### config.mk
export PLATFORM = sky130hd
export DESIGN_NAME = hazard_scoreboard_flat
export DESIGN_NICKNAME = d
export VERILOG_FILES = /design/src/rtl/hazard_pkg.sv /design/src/rtl/hazard_scoreboard_if.sv /design/src/rtl/hazard_sb_entry.sv /design/src/rtl/hazard_scoreboard.sv /design/src/flat_wrapper.sv
export SDC_FILE = /design/constraint.sdc
export NUM_CORES = 1
export LEC_CHECK = 0
export CORE_MARGIN = 1.5
export CORE_UTILIZATION = 59
export DETAILED_ROUTE_END_ITERATION = 10
export PLACE_DENSITY = 0.9
export SLEW_MARGIN = 10
export SYNTH_ARGS = -nofsm -noshare
export SYNTH_HDL_FRONTEND = slang
export SYNTH_SLANG_ARGS = --single-unit
### constraint.sdc
create_clock -name clk -period 5.9 [get_ports clk]
set_input_delay 1.18 -clock clk [delete_from_list [all_inputs] [get_ports clk]]
set_output_delay 1.18 -clock clk [all_outputs]
set_load 0.02 [all_outputs]
### src/rtl/hazard_pkg.sv
// Shared types for the ID-stage hazard scoreboard: default widths, table entry layout, stall causes.
// Optional build macro HAZARD_PERF_EN is consumed by hazard_scoreboard and its interface.
package hazard_pkg;

  localparam int DEFAULT_REG_ADDR_W = 5;
  localparam int DEFAULT_LAT_W      = 3;

  // Reference layout of one table slot at the default widths.
  typedef struct packed {
    logic                          valid;
    logic [DEFAULT_REG_ADDR_W-1:0] rd;
    logic [DEFAULT_LAT_W-1:0]      cnt;
    logic                          fixed;
    logic                          young;
  } sb_entry_t;

  typedef enum logic [1:0] {
    CAUSE_NONE,
    CAUSE_RAW,
    CAUSE_WAW,
    CAUSE_FULL
  } stall_cause_t;

endpackage

### src/rtl/hazard_scoreboard_if.sv
// ID/issue/writeback bundle between the pipeline (master) and the hazard scoreboard (slave).
// With HAZARD_PERF_EN defined the bundle also carries the performance counters.
interface hazard_scoreboard_if #(
  parameter int REG_ADDR_W      = hazard_pkg::DEFAULT_REG_ADDR_W,
  parameter int NUM_REGS        = 32,
  parameter int MAX_OUTSTANDING = 4,
  parameter int LAT_W           = hazard_pkg::DEFAULT_LAT_W
);
  localparam int CNT_W = $clog2(MAX_OUTSTANDING + 1);

  logic [REG_ADDR_W-1:0] id_rs1;
  logic [REG_ADDR_W-1:0] id_rs2;
  logic                  id_rs1_used;
  logic                  id_rs2_used;
  logic [REG_ADDR_W-1:0] id_rd;
  logic                  id_rd_we;
  logic                  id_long;
  logic                  issue_valid;
  logic [REG_ADDR_W-1:0] issue_rd;
  logic                  issue_long;
  logic [LAT_W-1:0]      issue_lat;
  logic                  wb_valid;
  logic [REG_ADDR_W-1:0] wb_rd;
  logic                  flush_ex;
  logic                  stall;
  logic [CNT_W-1:0]      busy_cnt;
  logic [NUM_REGS-1:0]   pending_mask;
`ifdef HAZARD_PERF_EN
  logic [31:0]           perf_stall_cnt;
  logic [15:0]           perf_full_cnt;
`endif

  modport master (
    output id_rs1, id_rs2, id_rs1_used, id_rs2_used, id_rd, id_rd_we, id_long,
    output issue_valid, issue_rd, issue_long, issue_lat,
    output wb_valid, wb_rd, flush_ex,
    input  stall, busy_cnt, pending_mask
`ifdef HAZARD_PERF_EN
    , input perf_stall_cnt, perf_full_cnt
`endif
  );

  modport slave (
    input  id_rs1, id_rs2, id_rs1_used, id_rs2_used, id_rd, id_rd_we, id_long,
    input  issue_valid, issue_rd, issue_long, issue_lat,
    input  wb_valid, wb_rd, flush_ex,
    output stall, busy_cnt, pending_mask
`ifdef HAZARD_PERF_EN
    , output perf_stall_cnt, perf_full_cnt
`endif
  );

endinterface

### src/rtl/hazard_sb_entry.sv
// One scoreboard slot: holds a pending destination, counts down fixed latencies,
// releases on writeback or flush, and reports register matches for the ID stage.
module hazard_sb_entry #(
  parameter int REG_ADDR_W = 5,
  parameter int LAT_W      = 3
) (
  input  logic                  clk,
  input  logic                  rst,
  input  logic                  alloc,
  input  logic [REG_ADDR_W-1:0] alloc_rd,
  input  logic [LAT_W-1:0]      alloc_lat,
  input  logic                  flush,
  input  logic                  wb_valid,
  input  logic [REG_ADDR_W-1:0] wb_rd,
  input  logic                  wb_release,
  input  logic [REG_ADDR_W-1:0] rs1,
  input  logic [REG_ADDR_W-1:0] rs2,
  input  logic [REG_ADDR_W-1:0] rd,
  output logic                  valid,
  output logic                  wb_hit,
  output logic                  freeing,
  output logic                  match_rs1,
  output logic                  match_rs2,
  output logic                  match_rd,
  output logic [REG_ADDR_W-1:0] ent_rd
);

  typedef struct packed {
    logic                  valid;
    logic [REG_ADDR_W-1:0] rd;
    logic [LAT_W-1:0]      cnt;
    logic                  fixed;
    logic                  young;
  } entry_t;

  entry_t q;
  logic   count_done;

  assign count_done = q.fixed && (q.cnt == LAT_W'(1));
  assign wb_hit     = q.valid && !q.fixed && wb_valid && (q.rd == wb_rd);
  // wb_release comes from the top's lowest-index pick among all wb_hit slots.
  assign freeing    = q.valid && ((flush && q.young) || wb_release || count_done);

  assign valid     = q.valid;
  assign ent_rd    = q.rd;
  assign match_rs1 = q.valid && (q.rd == rs1);
  assign match_rs2 = q.valid && (q.rd == rs2);
  assign match_rd  = q.valid && (q.rd == rd);

  // NOTE: state registers use non-blocking assignments so every slot samples the
  // same pre-edge table; the whole slot is reset because valid gates everything else.
  always_ff @(posedge clk or posedge rst) begin
    if (rst) begin
      q <= '0;
    end else if (alloc) begin
      q.valid <= 1'b1;
      q.rd    <= alloc_rd;
      q.cnt   <= alloc_lat;
      q.fixed <= (alloc_lat != '0);
      q.young <= 1'b1;
    end else begin
      q.young <= 1'b0;
      if (freeing) begin
        q.valid <= 1'b0;
      end else if (q.valid && q.fixed) begin
        q.cnt <= q.cnt - 1'b1;
      end
    end
  end

endmodule

### src/rtl/hazard_scoreboard.sv
// ID-stage hazard scoreboard: tracks in-flight long-latency writes and stalls on RAW/WAW/full.
// Define HAZARD_PERF_EN to add saturating stall and full-stall performance counters.
module hazard_scoreboard
  import hazard_pkg::*;
#(
  parameter int REG_ADDR_W      = DEFAULT_REG_ADDR_W,
  parameter int NUM_REGS        = 32,
  parameter int MAX_OUTSTANDING = 4,
  parameter int LAT_W           = DEFAULT_LAT_W
) (
  input logic                clk,
  input logic                rst,
  hazard_scoreboard_if.slave sb
);

  localparam int CNT_W = $clog2(MAX_OUTSTANDING + 1);

  logic [MAX_OUTSTANDING-1:0] valid;
  logic [MAX_OUTSTANDING-1:0] freeing;
  logic [MAX_OUTSTANDING-1:0] wb_hit;
  logic [MAX_OUTSTANDING-1:0] wb_release;
  logic [MAX_OUTSTANDING-1:0] avail;
  logic [MAX_OUTSTANDING-1:0] alloc_sel;
  logic [MAX_OUTSTANDING-1:0] m_rs1;
  logic [MAX_OUTSTANDING-1:0] m_rs2;
  logic [MAX_OUTSTANDING-1:0] m_rd;
  logic [REG_ADDR_W-1:0]      ent_rd [MAX_OUTSTANDING];

  logic                  alloc_req;
  logic [CNT_W-1:0]      busy_cnt;
  logic [NUM_REGS-1:0]   pending_mask;
  logic                  raw_haz;
  logic                  waw_haz;
  logic                  full_haz;
  stall_cause_t          cause;

  assign alloc_req = sb.issue_valid && sb.issue_long && (sb.issue_rd != '0);

  // Lowest set bit wins both for writeback release and for slot allocation; a slot
  // freeing this cycle counts as available, and its allocation overrides the free.
  assign wb_release = wb_hit & (~wb_hit + MAX_OUTSTANDING'(1));
  assign avail      = ~valid | freeing;
  assign alloc_sel  = alloc_req ? (avail & (~avail + MAX_OUTSTANDING'(1))) : '0;

  for (genvar i = 0; i < MAX_OUTSTANDING; i++) begin : g_slot
    hazard_sb_entry #(
      .REG_ADDR_W (REG_ADDR_W),
      .LAT_W      (LAT_W)
    ) u_entry (
      .clk        (clk),
      .rst        (rst),
      .alloc      (alloc_sel[i]),
      .alloc_rd   (sb.issue_rd),
      .alloc_lat  (sb.issue_lat),
      .flush      (sb.flush_ex),
      .wb_valid   (sb.wb_valid),
      .wb_rd      (sb.wb_rd),
      .wb_release (wb_release[i]),
      .rs1        (sb.id_rs1),
      .rs2        (sb.id_rs2),
      .rd         (sb.id_rd),
      .valid      (valid[i]),
      .wb_hit     (wb_hit[i]),
      .freeing    (freeing[i]),
      .match_rs1  (m_rs1[i]),
      .match_rs2  (m_rs2[i]),
      .match_rd   (m_rd[i]),
      .ent_rd     (ent_rd[i])
    );
  end

  // NOTE: every always_comb output gets a default first so no latch is inferred.
  always_comb begin
    busy_cnt     = '0;
    pending_mask = '0;
    for (int i = 0; i < MAX_OUTSTANDING; i++) begin
      busy_cnt = busy_cnt + CNT_W'(valid[i]);
      if (valid[i]) pending_mask[ent_rd[i]] = 1'b1;
    end
    pending_mask[0] = 1'b0;
  end

  always_comb begin
    raw_haz  = (sb.id_rs1_used && (sb.id_rs1 != '0) && (|m_rs1) &&
                !(sb.wb_valid && (sb.wb_rd == sb.id_rs1))) ||
               (sb.id_rs2_used && (sb.id_rs2 != '0) && (|m_rs2) &&
                !(sb.wb_valid && (sb.wb_rd == sb.id_rs2)));
    waw_haz  = sb.id_rd_we && (sb.id_rd != '0) && (|m_rd) &&
               !(sb.wb_valid && (sb.wb_rd == sb.id_rd));
    full_haz = sb.id_long && (busy_cnt == CNT_W'(MAX_OUTSTANDING)) && !(|freeing);
    cause    = CAUSE_NONE;
    if (raw_haz)       cause = CAUSE_RAW;
    else if (waw_haz)  cause = CAUSE_WAW;
    else if (full_haz) cause = CAUSE_FULL;
  end

  assign sb.stall        = (cause != CAUSE_NONE);
  assign sb.busy_cnt     = busy_cnt;
  assign sb.pending_mask = pending_mask;

`ifdef HAZARD_PERF_EN
  logic [31:0] perf_stall_cnt;
  logic [15:0] perf_full_cnt;

  always_ff @(posedge clk or posedge rst) begin
    if (rst) begin
      perf_stall_cnt <= '0;
      perf_full_cnt  <= '0;
    end else begin
      if (sb.stall && (perf_stall_cnt != '1)) perf_stall_cnt <= perf_stall_cnt + 32'd1;
      if (full_haz && (perf_full_cnt != '1))  perf_full_cnt  <= perf_full_cnt + 16'd1;
    end
  end

  assign sb.perf_stall_cnt = perf_stall_cnt;
  assign sb.perf_full_cnt  = perf_full_cnt;
`endif

  // Issuing a long op into a full table is a pipeline protocol error; the op is dropped.
  a_no_alloc_when_full : assert property (@(posedge clk) disable iff (rst)
    !(alloc_req && !(|avail)));

endmodule

### src/flat_wrapper.sv
// flat-port wrapper written by rule: the top's interface ports become plain ports
module hazard_scoreboard_flat import hazard_pkg::*;
#(
  parameter int REG_ADDR_W      = DEFAULT_REG_ADDR_W,
  parameter int NUM_REGS        = 32,
  parameter int MAX_OUTSTANDING = 4,
  parameter int LAT_W           = DEFAULT_LAT_W
)
  (clk, rst, sb_id_rs1, sb_id_rs2, sb_id_rs1_used, sb_id_rs2_used, sb_id_rd, sb_id_rd_we, sb_id_long, sb_issue_valid, sb_issue_rd, sb_issue_long, sb_issue_lat, sb_wb_valid, sb_wb_rd, sb_flush_ex, sb_stall, sb_busy_cnt, sb_pending_mask);
  hazard_scoreboard_if #(.REG_ADDR_W(REG_ADDR_W), .NUM_REGS(NUM_REGS), .MAX_OUTSTANDING(MAX_OUTSTANDING), .LAT_W(LAT_W)) sb_i ();
  input logic clk;
  input logic rst;
  input wire logic [$bits(sb_i.id_rs1)-1:0] sb_id_rs1;
  input wire logic [$bits(sb_i.id_rs2)-1:0] sb_id_rs2;
  input wire logic [$bits(sb_i.id_rs1_used)-1:0] sb_id_rs1_used;
  input wire logic [$bits(sb_i.id_rs2_used)-1:0] sb_id_rs2_used;
  input wire logic [$bits(sb_i.id_rd)-1:0] sb_id_rd;
  input wire logic [$bits(sb_i.id_rd_we)-1:0] sb_id_rd_we;
  input wire logic [$bits(sb_i.id_long)-1:0] sb_id_long;
  input wire logic [$bits(sb_i.issue_valid)-1:0] sb_issue_valid;
  input wire logic [$bits(sb_i.issue_rd)-1:0] sb_issue_rd;
  input wire logic [$bits(sb_i.issue_long)-1:0] sb_issue_long;
  input wire logic [$bits(sb_i.issue_lat)-1:0] sb_issue_lat;
  input wire logic [$bits(sb_i.wb_valid)-1:0] sb_wb_valid;
  input wire logic [$bits(sb_i.wb_rd)-1:0] sb_wb_rd;
  input wire logic [$bits(sb_i.flush_ex)-1:0] sb_flush_ex;
  output wire logic [$bits(sb_i.stall)-1:0] sb_stall;
  output wire logic [$bits(sb_i.busy_cnt)-1:0] sb_busy_cnt;
  output wire logic [$bits(sb_i.pending_mask)-1:0] sb_pending_mask;
  assign sb_i.id_rs1 = sb_id_rs1;
  assign sb_i.id_rs2 = sb_id_rs2;
  assign sb_i.id_rs1_used = sb_id_rs1_used;
  assign sb_i.id_rs2_used = sb_id_rs2_used;
  assign sb_i.id_rd = sb_id_rd;
  assign sb_i.id_rd_we = sb_id_rd_we;
  assign sb_i.id_long = sb_id_long;
  assign sb_i.issue_valid = sb_issue_valid;
  assign sb_i.issue_rd = sb_issue_rd;
  assign sb_i.issue_long = sb_issue_long;
  assign sb_i.issue_lat = sb_issue_lat;
  assign sb_i.wb_valid = sb_wb_valid;
  assign sb_i.wb_rd = sb_wb_rd;
  assign sb_i.flush_ex = sb_flush_ex;
  assign sb_stall = sb_i.stall;
  assign sb_busy_cnt = sb_i.busy_cnt;
  assign sb_pending_mask = sb_i.pending_mask;
  hazard_scoreboard #(.REG_ADDR_W(REG_ADDR_W), .NUM_REGS(NUM_REGS), .MAX_OUTSTANDING(MAX_OUTSTANDING), .LAT_W(LAT_W)) u_core (.clk(clk), .rst(rst), .sb(sb_i));
endmodule
Word-level counts from Yosys, hierarchy flattened
Index checks and enable logic that the tools add are counted.
- flip-flop bits (word level): 44
- latch bits: 0
- memory bits (writable): 0
- bits in read-only memories: 0
- bits of input ports: 38
- output and inout port bits: 36
- word-level logic and storage cells: 213
- memories kept: 0
- add/sub/neg operators: 9
- multiply operators: 0
- div/mod/pow operators: 0
- order comparisons: 8
- eq/ne operators: 28
- shift operators: 0
- multiplexer cells: 40
- bitwise gates (word level): 9
- reduce and logical (&&, ||, !) cells: 99
- operators with widths (kind ; count):
    32-bit 2-to-1 mux ; 4
    32-bit bitwise OR ; 3
    5-bit equality test ; 19
    1-bit logical AND ; 60
    3-bit 2-to-1 mux ; 12
    5-bit by 6-bit < comparator with 1-bit output, second input constant ; 4
    1-bit demux with 5-bit select ; 4
    5-bit by 1-bit greater-or-equal comparator with 1-bit output, second input constant ; 4
    5-bit nonzero test ; 4
    2-bit nonzero test ; 9
    1-bit 2-to-1 mux ; 16
    4-bit OR reduction ; 4
    3-bit by 1-bit equality test with 1-bit output, second input constant ; 4
    4-bit inverter ; 3
    3-bit by 1-bit subtractor with 3-bit output, second input constant ; 4
    1-bit logical OR ; 9
    4-bit by 1-bit adder with 4-bit output, second input constant ; 2
    4-bit AND ; 2
    1-bit logical NOT ; 8
    2-bit by 1-bit != test with 1-bit output, second input constant ; 4
    2-bit AND reduction ; 4
    3-bit by 1-bit adder with 3-bit output ; 2
    2-bit 2-to-1 mux ; 3
    4-bit 2-to-1 mux ; 1
    4 further kinds ; 4

Longest topological paths before layout
Gate-level depths: netlist of run 1.
- depth after elaboration: 17
- depth in mapped cells: 11
- mapped depth without buffers: 10

Modules after synthesis
From an unflattened synthesis of run 1, not the netlist that was laid out.
- cells, all modules: 565
- area total of the unflattened synthesis: 4782.1 µm²
- by module, submodules not included (module ; instances ; cells an instance ; area an instance (µm²) ; seq. area each (µm²)):
    hazard_sb_entry ; 4 ; 88 ; 838.3 ; 275.3
    hazard_scoreboard ; 1 ; 213 ; 1428.9 ; 0.0

Worst setup path before layout of run 1
No wires, ideal clock.
- path kind: in2out
- from: input sb_wb_rd[1]
- to: output sb_stall
- data arrival time: 2.745 ns
- data required time: 4.720 ns
- slack: 1.975 ns
- cell stages on the path: 8
- buffers on the path: 1
- path through: buf_2 -> xor2_1 -> nor2_1 -> and3_1 -> o21ai_0 -> a221o_1 -> a221o_1 -> nand4_1
- word-level cells in the longest chain between the ends: 15
- elaborated cells between the ends (all ways): 43
- classes of those cells: 1 x add/sub; 7 x eq/ne; 3 x mux; 2 x bitwise; 30 x reduce/logical
- RTL lines (item ; RTL line ; RTL):
    start: declaration ; flat_wrapper.sv:25 ; input wire logic [$bits(sb_i.wb_rd)-1:0] sb_wb_rd;
    5-bit equality test ; hazard_sb_entry.sv:40 ; assign wb_hit = q.valid && !q.fixed && wb_valid && (q.rd == wb_rd);
    1-bit logical AND ; hazard_sb_entry.sv:40 ;
    4-bit inverter ; hazard_scoreboard.sv:41 ; assign wb_release = wb_hit & (~wb_hit + MAX_OUTSTANDING'(1));
    4-bit by 1-bit adder with 4-bit output ; hazard_scoreboard.sv:41 ;
    4-bit AND ; hazard_scoreboard.sv:41 ;
    1-bit logical OR (2 in a row) ; hazard_sb_entry.sv:42 ; assign freeing = q.valid && ((flush && q.young) || wb_release || count_done);
    1-bit logical AND ; hazard_sb_entry.sv:42 ;
    4-bit OR reduction ; hazard_scoreboard.sv:90 ; full_haz = sb.id_long && (busy_cnt == CNT_W'(MAX_OUTSTANDING)) && !(|freeing);
    1-bit logical NOT ; hazard_scoreboard.sv:90 ;
    1-bit logical AND ; hazard_scoreboard.sv:90 ;
    2-bit 2-to-1 mux ; hazard_scoreboard.sv:94 ; else if (full_haz) cause = CAUSE_FULL;
    2-bit 2-to-1 mux ; hazard_scoreboard.sv:93 ; else if (waw_haz) cause = CAUSE_WAW;
    2-bit 2-to-1 mux * ; hazard_scoreboard.sv:92 ; if (raw_haz) cause = CAUSE_RAW;
    2-bit nonzero test * ; hazard_scoreboard.sv:97 ; assign sb.stall = (cause != CAUSE_NONE);
    end: declaration ; flat_wrapper.sv:27 ; output wire logic [$bits(sb_i.stall)-1:0] sb_stall;
Mark *: on every way between the ends. The rest lies on a longest branch, timed or not.

Worst setup path in the final report of run 1
- from: input sb_wb_rd[3]
- to: output sb_stall
Same word-level chain as after synthesis.

==> flow_metrics.tcl, run 1 <==
set metrics [dict create \
    status "complete, no violations" \
    wirelength_um 13900 \
    path_class "input port to output port" \
    tightest_slew_ns 1.01 \
    required_ns 4.72 \
    yosysSeqAreaShare 0.248 \
    layout_common_cells "74 x xor2_1, 72 x clkdlybuf4s50_1, 44 x dfrtp_1, 29 x nand3_1, 24 x nand2_1" \
    powerDensity_mw_per_mm2 536 \
    slew_headroom 0.326 \
    ctsHtreeMaxLevel 2 \
    grt_pass1_wl_um 22400 \
    fillers 546 \
    grt_usage 0.343 \
    nets 581 \
    syn2layout_area_growth_pct 15.4 \
    stdcell_area_sq_mm 0.00512 \
    timing.fmax_mhz 194 \
    use_met1 0.443 \
    cts_post_setup_buffers_inserted 0 \
    hpwlAfterDp_um 9700 \
    finalHoldViolations 0 \
    drt_iter0_drc 568 \
    skew_ns 0.0126 \
    final_common_cell "xor2_1" \
    grt_max_degree 45 \
    cts_tree "yes" \
    setup_slack_ns 0.754 \
    rsz0062_at_grt "false" \
    yosys_register_bits 44 \
    path_clk_slew_ns 0.08 \
    num_rows 31 \
    crit_slowest_cell "clkdlybuf4s50_1" \
    grt_overflow 0 \
    core_area_sq_mm 0.00725 \
    synth_flop_cell "dfrtp_1" \
    die_y_um 89.8 \
    hold_buffers 0 \
    die_w_um 89.8 \
    ys_warn_count 0 \
    wl_per_cell_um 22.1 \
    endpoint_kind "output port" \
    period_share 0.872 \
    place_ws_ns 0.767 \
    ios 74 \
    fin_crit_ns 5.15 \
    max_stage_delay_ns 0.72 \
    placedCellCount 624 \
    worstPathMaxFanout 7 \
    fin_setup_tns_ns 0 \
    fin_cells 632 \
    ctsLongestPathBuffers 2 \
    syn-num-nets 555 \
    use_met3 0.0719 \
    post_cts_resize_count 0 \
    start_util 0.612 \
    cts_sinks 44 \
    use_met2 0.550 \
    drc 0 \
    insertion_delay_ns 0.31 \
    p_leak_nw 2.02 \
    avgSynthCellArea_sq_um 8.78 \
    grt_pass1_vias 4462 \
    via_per_inst 7.04 \
    slew_violations 0 \
    synthCells 506 \
    top_usage_layer "met2" \
    antenna_cells 0 \
    postRouteAntennaNets 0 \
    ir_drop_mv 0.368 \
    setup-violations-final 0 \
    dieArea_sq_mm 0.00806 \
    crit_chain "clkdlybuf4s50_1, xor2_1, nor3_2, and3_1, o21ai_0, a221o_1, a221o_1, nand4_1, clkdlybuf4s50_1" \
    async_flop_share 1.00 \
    min_path_type "register to register" \
    start_kind "input port" \
    arrival_ns 3.97 \
    drive_above_1_share 0.0957 \
    cap_violations 0 \
    synth_area_sq_mm 0.00444 \
    num_vias 4451 \
    dpl_cell_area_sq_mm 0.00503 \
    portBuffers 72 \
    root_buffer "clkbuf_8" \
    gp_congestion 0.979 \
    synth_cell_types 56 \
    drt-pass1-iter-count 6 \
    antenna_found_initial 0 \
    synth_edf_count 0 \
    cts_made_buffers 5 \
]
state kept, by name, summed over array words and instances, names as in the netlist:
name,flops
u_core.g_slot.u_entry.valid,4
u_core.g_slot.u_entry.q,20
u_core.g_slot.u_entry.ent_rd,20
cell usage after synthesis (10+ instances only):
master    instances  area share
xor2_1           74        0.15
o221ai_1         18       0.035
nand3_1          29       0.033
mux2_2           19       0.048
inv_1            19       0.016
dfrtp_1          44        0.25
nor2_1           18       0.015
ha_1             10       0.028
nand2_1          24       0.020
o22ai_1          14       0.020
nand3b_1         10       0.017
clkbuf_1         31       0.026
a221o_1          15       0.034
a22oi_1          20       0.034
xnor2_1          22       0.043
nor4_1           15       0.021
kinds of logic after synthesis:
group | Yosys count | synth area share
other | 1 | 0.000844
multiplexers | 25 | 0.0673
adder cells (fa/ha/maj) | 11 | 0.0327
AO/OA/AOI/OAI | 100 | 0.181
buffers and inverters | 75 | 0.0783
flip-flops | 44 | 0.248
AND/OR/NAND/NOR | 154 | 0.202
XOR/XNOR | 96 | 0.189
critical path: cells and delay by family:
family,cells,cell delay [ns]
xor+xnor,1,0.15
buf+inv,2,1.33
simple gates,3,0.58
compound gates,3,0.74
routing by layer:
| metal | share of wire | routed length [um] | up-vias |
|---|---|---|---|
| met1 | 0.38 | 5350 | 2095 |
| met3 | 0.12 | 1610 | 91 |
| li1 | - | - | 1903 |
| met2 | 0.45 | 6330 | 362 |
| met5 | 0 | 0 | - |
| met4 | 0.047 | 649 | 0 |
cell type report:
type	count	area (sq um)	share of cell area
repair buffers	74	736	0.144
inverters	20	77.6	0.0151
well taps	99	124	0.0242
flip-flops and latches	44	1100	0.215
clock buffers	5	68.8	0.0134
clock inverters	3	23.8	0.00464
multi-input cells	387	2990	0.584
power by group:
part / leakage [nW] / switching (mW) / internal [mW]
logic: 1.47 / 0.888 / 0.781
clock network: 0.0404 / 0.108 / 0.0838
registers: 0.518 / 0.446 / 0.437
total: 2.02 / 1.44 / 1.30
path summary, 6_finish.rpt:
path / startpoint / end / slack [ns] / cells after the start
min in group asynchronous: rst / u_core.g_slot[1].u_entry.q[1]$_DFFE_PP0P_ / 1.31 / 3
max in group asynchronous: rst / u_core.g_slot[1].u_entry.ent_rd[2]$_DFFE_PP0P_ / 4.21 / 3
worst min register to register: u_core.g_slot[3].u_entry.q[3]$_DFFE_PP0P_ / u_core.g_slot[3].u_entry.q[3]$_DFFE_PP0P_ / 0.57 / 2
worst max-delay path: sb_wb_rd[3] / sb_stall / 0.75 / 9
worst max register to register: u_core.g_slot[1].u_entry.ent_rd[3]$_DFFE_PP0P_ / u_core.g_slot[3].u_entry.ent_rd[3]$_DFFE_PP0P_ / 2.95 / 8
worst min-delay path: u_core.g_slot[3].u_entry.q[3]$_DFFE_PP0P_ / u_core.g_slot[3].u_entry.q[3]$_DFFE_PP0P_ / 0.57 / 2
metrics by stage:
step	power, mW	hold slack [ns]	utilization
after floorplan	1.94	0.513	-
after global placement	2.42	0.538	0.694
after detailed placement	2.48	0.555	0.694
after CTS	2.68	0.573	0.706
after global routing	2.89	0.605	0.706
final	2.74	0.574	0.706
Note: power is estimated with default switching activity, not from simulation.
==> inputs of run 2 (changes only) <==
CTS_CLUSTER_DIAMETER = 30   (was not set)
CTS_CLUSTER_SIZE = 40   (was not set)
RECOVER_POWER = 25   (was not set)
==> run 2 against run 1 <==
The run now ends with max-capacitance violations, max-slew violations left; global-route usage stayed put; utilization is 0.052 points lower; die area stayed put; cell count stayed put; first-iteration DRC count stayed put; clock power hardly changed; count of clock-buffer cells in the layout stayed put; setup slack better by 0.0012 ns; critical path depth stayed put; non-clock buffer count stayed put; sequential cell count stayed put; sequential power hardly changed.
==> flow_metrics.tcl, run 2 (synthesis results as in run 1) <==
set metrics [dict create \
    status "finished, violations left" \
    violations "max-capacitance violations, max-slew violations" \
    wirelength_um 13900 \
    period_share 0.872 \
    ctsLongestPathBuffers 2 \
    drt-pass1-iter-count 6 \
    p_leak_nw 2.02 \
    worstPathMaxFanout 7 \
    layout_common_cells "74 x xor2_1, 71 x clkdlybuf4s50_1, 44 x dfrtp_1, 29 x nand3_1, 24 x nand2_1" \
    post-route-util 0.706 \
    min_path_type "register to register" \
    cts_tree "yes" \
    grt_usage 0.343 \
    nets 581 \
    num_rows 31 \
    hpwlAfterDp_um 9700 \
    antenna_cells 0 \
    gp_congestion 0.979 \
    drt_iter0_drc 568 \
    post_cts_resize_count 0 \
    root_buffer "clkbuf_8" \
    placedCellCount 624 \
    crit_slowest_cell "clkdlybuf4s50_1" \
    required_ns 4.72 \
    use_met2 0.550 \
    portBuffers 72 \
    fin_cells 632 \
    powerDensity_mw_per_mm2 536 \
    ios 74 \
    grt_pass1_wl_um 22400 \
    rsz0062_at_grt "false" \
    cap_violations 1 \
    drive_above_1_share 0.0938 \
    syn2layout_area_growth_pct 15.3 \
    use_met3 0.0719 \
    timing.fmax_mhz 194 \
    fin_setup_tns_ns 0 \
    grt_max_degree 45 \
    start_util 0.612 \
    dpl_cell_area_sq_mm 0.00503 \
    insertion_delay_ns 0.31 \
    num_vias 4453 \
    endpoint_kind "output port" \
    use_met1 0.443 \
    top_usage_layer "met2" \
    wl_per_cell_um 22.1 \
    grt_overflow 0 \
    postRouteAntennaNets 0 \
    cts_made_buffers 5 \
    tightest_slew_ns 2.33 \
    max_stage_delay_ns 0.72 \
    finalHoldViolations 0 \
    ctsHtreeMaxLevel 2 \
    hold_buffers 0 \
    drc 0 \
    die_y_um 89.8 \
    stdcell_area_sq_mm 0.00512 \
    slew_headroom -0.552 \
    fin_crit_ns 5.14 \
    cts_post_setup_buffers_inserted 0 \
    final_common_cell "xor2_1" \
    crit_chain "clkdlybuf4s50_1, xor2_1, nor3_2, and3_1, o21ai_0, a221o_1, a221o_1, nand4_1, clkdlybuf4s50_1" \
    ir_drop_mv 0.368 \
    start_kind "input port" \
    grt_pass1_vias 4462 \
    slew_violations 45 \
    dieArea_sq_mm 0.00806 \
    antenna_found_initial 0 \
    cts_sinks 44 \
    via_per_inst 7.05 \
    die_w_um 89.8 \
    crit_family "buffers and inverters" \
    skew_ns 0.0129 \
    crit_buf_inv 2 \
    path_clk_slew_ns 0.08 \
    arrival_ns 3.96 \
    setup-violations-final 0 \
    core_area_sq_mm 0.00725 \
    path_class "input port to output port" \
]
==> run 2: changes by cell type in the layout (fill, tap and decap cells not counted), sizes merged <==
| cell | change |
|---|---|
| buf | -1 |
| clkbuf | +1 |
| clkdlybuf4s50 | -1 |
| dlygate4sd3 | +1 |
==> run 2: metal layers <==
| metal | part of all wire | vias to the layer above |
|---|---|---|
| met5 | 0 | - |
| met4 | 0.048 | 0 |
| met3 | 0.12 | 95 |
| met2 | 0.45 | 359 |
| met1 | 0.38 | 2097 |
| li1 | - | 1902 |
==> run 2: final cells by class <==
type / count / area, sq um
multi-input cells: 387 / 2990
fillers: 546 / 2130
inverters: 20 / 77.6
clock buffers: 5 / 68.8
clock inverters: 3 / 23.8
well taps: 99 / 124
repair buffers: 74 / 732
flip-flops and latches: 44 / 1100
==> run 2: final timing paths <==
check | endpoint | startpoint | slack (ns) | cells after the start
setup / recovery | sb_stall | sb_wb_rd[3] | 0.76 | 9
hold / removal | u_core.g_slot[3].u_entry.q[3]$_DFFE_PP0P_ | u_core.g_slot[3].u_entry.q[3]$_DFFE_PP0P_ | 0.57 | 2
hold reg to reg | u_core.g_slot[3].u_entry.q[3]$_DFFE_PP0P_ | u_core.g_slot[3].u_entry.q[3]$_DFFE_PP0P_ | 0.57 | 2
min in group asynchronous | u_core.g_slot[1].u_entry.q[1]$_DFFE_PP0P_ | rst | 2.17 | 3
setup reg to reg | u_core.g_slot[3].u_entry.ent_rd[3]$_DFFE_PP0P_ | u_core.g_slot[1].u_entry.ent_rd[3]$_DFFE_PP0P_ | 2.95 | 8
max in group asynchronous | u_core.g_slot[1].u_entry.ent_rd[2]$_DFFE_PP0P_ | rst | 2.41 | 3
==> run 2: worst min-delay path: stages (launching register included) <==
cell and delay (ns):
dfrtp_1 0.37, inv_1 0.10, a221oi_2 0.07
==> run 2: stage by stage <==
stage / hold slack (ns) / worst slack, ns / power (mW)
after CTS: 0.573 / 0.761 / 2.68
after global routing: 0.605 / 0.636 / 2.89
after global placement: 0.538 / 0.798 / 2.42
after detailed placement: 0.555 / 0.767 / 2.48
after floorplan: 0.513 / 1.98 / 1.94
final: 0.574 / 0.755 / 2.74
==> run 2: power breakdown <==
| group | total, mW | internal, mW | switching (mW) |
|---|---|---|---|
| combinational | 1.67 | 0.781 | 0.888 |
| clock | 0.191 | 0.0838 | 0.108 |
| sequential | 0.883 | 0.437 | 0.446 |
| total | 2.74 | 1.30 | 1.44 |
==> inputs of run 3 (changes only) <==
SETUP_SLACK_MARGIN = 0.1   (was not set)
==> results of run 3 <==
Final layout, timing and power as in run 2 (identical DEF).
